$ cat src/rtl/sipo_pkg.sv
// Shared types and helpers for the SIPO deframer.
// SIPO_PARITY_EN adds the PARITY state for the trailing parity bit.
package sipo_pkg;

    typedef enum logic [1:0] {
        IDLE,
        SHIFT
`ifdef SIPO_PARITY_EN
        , PARITY
`endif
    } state_t;

    function automatic int cnt_w(input int w);
        return $clog2(w + 1);
    endfunction

endpackage

$ cat src/rtl/sipo_out_slot.sv
// One-entry valid/ready output slot. A load while full and not draining is
// refused and reported through ovf_set.
module sipo_out_slot #(
    parameter int W = 4
) (
    input  logic         clk,
    input  logic         rst,
    input  logic         load,
    input  logic [W-1:0] word,
    input  logic         perr,
    input  logic         pout_ready,
    output logic [W-1:0] pout,
    output logic         pout_valid,
    output logic         parity_err,
    output logic         ovf_set
);

    assign ovf_set = load & pout_valid & ~pout_ready;

    always_ff @(posedge clk) begin
        if (rst) begin
            pout       <= '0;
            pout_valid <= 1'b0;
            parity_err <= 1'b0;
        end else if (load && (!pout_valid || pout_ready)) begin
            pout       <= word;
            pout_valid <= 1'b1;
            parity_err <= perr;
        end else if (pout_valid && pout_ready) begin
            pout_valid <= 1'b0;
        end
    end

endmodule

$ cat src/rtl/sipo_deframer.sv
// Serial-in/parallel-out receive stage: MSB-first bits to W-bit words.
// Define SIPO_PARITY_EN to expect a parity bit after each word.
module sipo_deframer
    import sipo_pkg::*;
#(
    parameter int W          = 4,
    parameter int PARITY_ODD = 0
) (
    input  logic         clk,
    input  logic         rst,
    input  logic         sin,
    input  logic         sin_en,
    input  logic         start,
    output logic [W-1:0] pout,
    output logic         pout_valid,
    input  logic         pout_ready,
    output logic         frame_err,
    output logic         overflow,
    output logic         parity_err
);

    localparam int CW = cnt_w(W);

    if (W < 2 || (PARITY_ODD != 0 && PARITY_ODD != 1)) begin : g_bad_param
        $error("sipo_deframer: W must be >= 2 and PARITY_ODD 0 or 1");
    end

    // Without parity the last bit goes straight from sin to the slot, so
    // only W-1 bits ever need to be held.
`ifdef SIPO_PARITY_EN
    localparam int SRW = W;
`else
    localparam int SRW = W - 1;
`endif

    state_t           state, state_n;
    logic [SRW-1:0]   sr, sr_n;
    logic [CW-1:0]    cnt, cnt_n;
    logic             ferr_n;
    logic             load;
    logic [W-1:0]     word;
    logic             perr;
    logic             ovf_set;
    logic [W-1:0]     shifted;

    assign shifted = {sr[W-2:0], sin};

    always_ff @(posedge clk) begin
        if (rst) begin
            state     <= IDLE;
            sr        <= '0;
            cnt       <= '0;
            frame_err <= 1'b0;
            overflow  <= 1'b0;
        end else begin
            state     <= state_n;
            sr        <= sr_n;
            cnt       <= cnt_n;
            frame_err <= ferr_n;
            if (ovf_set) overflow <= 1'b1;
        end
    end

    always_comb begin
        state_n = state;
        sr_n    = sr;
        cnt_n   = cnt;
        ferr_n  = 1'b0;
        load    = 1'b0;
        word    = shifted;
        perr    = 1'b0;
        if (sin_en) begin
            if (start) begin
                ferr_n  = (state != IDLE);
                sr_n    = SRW'(sin);
                cnt_n   = CW'(1);
                state_n = SHIFT;
            end else begin
                case (state)
                    IDLE: ;
                    SHIFT: begin
                        sr_n = SRW'(shifted);
                        if (cnt == CW'(W - 1)) begin
                            cnt_n = '0;
`ifdef SIPO_PARITY_EN
                            state_n = PARITY;
`else
                            load    = 1'b1;
                            state_n = IDLE;
`endif
                        end else begin
                            cnt_n = cnt + CW'(1);
                        end
                    end
`ifdef SIPO_PARITY_EN
                    PARITY: begin
                        load    = 1'b1;
                        word    = sr;
                        perr    = (^{sr, sin}) != (PARITY_ODD != 0);
                        cnt_n   = '0;
                        state_n = IDLE;
                    end
`endif
                    default: state_n = IDLE;
                endcase
            end
        end
    end

    sipo_out_slot #(.W(W)) u_slot (
        .clk        (clk),
        .rst        (rst),
        .load       (load),
        .word       (word),
        .perr       (perr),
        .pout_ready (pout_ready),
        .pout       (pout),
        .pout_valid (pout_valid),
        .parity_err (parity_err),
        .ovf_set    (ovf_set)
    );

endmodule

$ cat config.mk
export PLATFORM = sky130hd
export DESIGN_NAME = sipo_deframer
export DESIGN_NICKNAME = d
export VERILOG_FILES = /design/src/rtl/sipo_pkg.sv /design/src/rtl/sipo_out_slot.sv /design/src/rtl/sipo_deframer.sv
export SDC_FILE = /design/constraint.sdc
export NUM_CORES = 1
export LEC_CHECK = 0
export BUFFER_PORTS_ARGS = -buffer_cell sky130_fd_sc_hd__buf_4
export CAP_MARGIN = 5
export CORE_MARGIN = 1.5
export CORE_UTILIZATION = 35
export CTS_CLUSTER_DIAMETER = 50
export DETAILED_ROUTE_END_ITERATION = 10
export GPL_ROUTABILITY_DRIVEN = 0
export MAX_ROUTING_LAYER = met4
export PLACE_DENSITY = 0.68
export SLEW_MARGIN = 20
export SYNTH_ARGS = -nofsm -noshare
export SYNTH_HDL_FRONTEND = slang
export SYNTH_HIERARCHICAL = 1
export SYNTH_SLANG_ARGS = --single-unit
$ cat constraint.sdc
create_clock -name clk -period 1.68 [get_ports clk]
set_input_delay 0.504 -clock clk [delete_from_list [all_inputs] [get_ports clk]]
set_output_delay 0.504 -clock clk [all_outputs]
set_load 0.02 [all_outputs]
==> impl_metrics.ini <==
[cells_and_area]
syn_to_final_growth_pct = 24.4
final_net_count = 89
fill_cells = 171
final_cell_mix = dfxtp_1 (15), buf_4 (14), nand2b_1 (11)
final_common_cell = dfxtp_1
fin_util_pct = 46.0
fin_area_sq_um = 786
diodes = 0
drive_above_1_share_pct = 27.2

[power]
seq_power_share_pct = 59.3
power_frac_comb_pct = 7.2
power_w = 0.000618
p_clk_share_pct = 33.5
p_per_area_nw_per_um2 = 786
switchingPower_w = 0.000142
ir_worst_vdd_mv = 0.314
leakagePower_nw = 0.310
intPower_w = 0.000475
swShare_pct = 23.1

[place]
port_buffers = 13
dp_hpwl_um = 779
place_area_sq_um = 749

[route]
drtIter0Drc = 5
drcViolationCount = 0
drt_pass1_iterations = 3
routedWlPerCell_um = 10.7
drtAntennaViolNets = 0
vias = 471
vias_per_cell = 4.44
wl_um = 1130

[clocking]
path_clk_slew_ns = 0.09
cts_made_buffers = 3
cts_setup_buffers = 0
cts_htree_levels = 1
cts_hold_buffers = 0
cts.path.max_buffers = 2
clkSinkCount = 15
clockRootBuffer = clkbuf_4
clk_latency_ns = 0.28
cts_tree = built

[setup_path]
startpoint = cnt[0]
worstPathArrival_ns = 1.66
start_kind = flop
worst-path-max-fanout = 5
worstSetupPathType = reg2reg
cp.required_ns = 1.90
cp_slowest_cell = dfxtp_1
cp-end-kind = flop
cp_top_family = simple AND/OR/NAND/NOR gates
path_cells = ha_1 -> nand2b_1 -> nor3_2 -> nor2b_4 -> mux2i_1
slowest_delay_ns = 0.38
rr_startpoint = cnt[0]
timing.critical_path.buf_inv = 0

[timing]
slew_viol_final = 0
fin_crit_sh_pct = 85.9
period_needed_ns = 1.44
hold_viol = 0
fmax_mhz = 693
setup_tns_ns = 0
rsz0062_at_grt = no
setup_viol = 0
holdWs_ns = 0.462
fin_skew_ns = 0.00503

[die]
die_w_um = 45.5
io_pins = 14
dieArea_sq_um = 2070
rows = 15
die_h_um = 45.5
initial_core_util_pct = 37.0
fp.coreArea_sq_um = 1710

[hold_path]
hold_class = in2reg
min_from = sin

[run]
cap_violations = 0

[grt]
grt_max_degree = 21
first_global_vias = 435
overflow = 0
antenna_found_initial = 0
grt_pass1_wl_um = 1740
grt.total_usage_pct = 12.8

[synthesis]
async_flop_share_pct = 0
syn_area_per_cell_sq_um = 9.57
syn_inst = 66
ys_ff_latch = 15
synth_warnings = 6
synth-seq-area-share_pct = 47.5
syn-num-nets = 73
synth_cell_types = 22
ys.flop_type = dfxtp_1
syn-cell-area_sq_um = 632
synth_edf_count = 0

[run_status]
status = finished, final reports clean
kinds of logic (layout without fill, tap and decap cells):
group | Yosys count | in the layout | synth area share, %
simple gates | 31 | 31 | 28.9
flops | 15 | 15 | 47.5
compound gates | 8 | 8 | 7.92
mux | 6 | 6 | 9.51
buf+inv | 4 | 19 | 3.56
fa+ha+maj | 1 | 1 | 1.98
other cells | 1 | 1 | 0.593
routing by layer:
layer	vias up	GRT usage, %	routed length, um
li1	249	-	-
met1	217	13.3	506
met2	3	20.3	586
met3	2	2.38	24
met4	0	11.2	12
met5	-	-	0
registers in the layout, summed over array words and instances (netlist names):
register           flops
cnt                    3
frame_err              1
overflow               1
sr                     3
state                  1
u_slot/parity_err      1
u_slot/pout            4
u_slot/pout_valid      1
power groups by stage:
stage | combinational (W) | sequential (W) | clock [W]
3_3_place_gp | 0.0000429 | 0.000374 | 0
3_5_place_dp | 0.0000440 | 0.000374 | 0
2_1_floorplan | 0.0000244 | 0.000373 | 0
5_1_grt | 0.0000493 | 0.000367 | 0.000234
4_1_cts | 0.0000443 | 0.000366 | 0.000216
6_report | 0.0000448 | 0.000366 | 0.000207
Yosys cell counts (all sizes together) (2+ instances only):
cell / number / area [sq um]
o21ai: 2 / 10.0
nor2: 9 / 33.8
dfxtp: 15 / 300
a22oi: 2 / 15.0
clkbuf: 2 / 7.51
nor2b: 2 / 22.5
nand2: 3 / 11.3
nand2b: 11 / 68.8
mux2i: 6 / 60.1
nor3b: 2 / 15.0
a21oi: 2 / 10.0
metrics by stage:
step / setup WS [ns] / instances
6_report: 0.237 / 106
3_3_place_gp: 0.110 / 102
4_1_cts: 0.0585 / 106
2_1_floorplan: 0.362 / 66
5_1_grt: 0.0489 / 106
3_5_place_dp: 0.0388 / 102
final cells by class:
type | count | area (sq um) | share of cell area, %
Timing Repair Buffer | 14 | 105 | 13.4
Sequential cell | 15 | 300 | 38.2
Clock buffer | 4 | 26.3 | 3.34
Inverter | 1 | 3.75 | 0.478
Tap cell | 25 | 31.3 | 3.98
Multi-Input combinational cell | 47 | 319 | 40.6
final timing paths:
| check | to | slack (ns) | cells after the start |
|---|---|---|---|
| worst max-delay path | u_slot/pout[3] | 0.24 | 5 |
| worst min register to register | cnt[2] | 0.47 | 1 |
| worst max register to register | u_slot/pout[3] | 0.24 | 5 |
| worst min-delay path | sr[0] | 0.46 | 3 |
worst register-to-register path, delay by kind of cell, from the launching register on:
kind | cells | cell delay (ns)
multiplexers | 1 | 0.22
AND/OR/NAND/NOR | 3 | 0.61
flip-flops | 1 | 0.38
adder cells (fa/ha/maj) | 1 | 0.18
timing repair:
action | 4_1_cts | 5_1_grt
resized for setup | 0 | 2
endpoints found under the hold margin | 0 | 0
endpoints found under the setup margin | 0 | 4
Note: power is estimated with default switching activity, not from simulation.
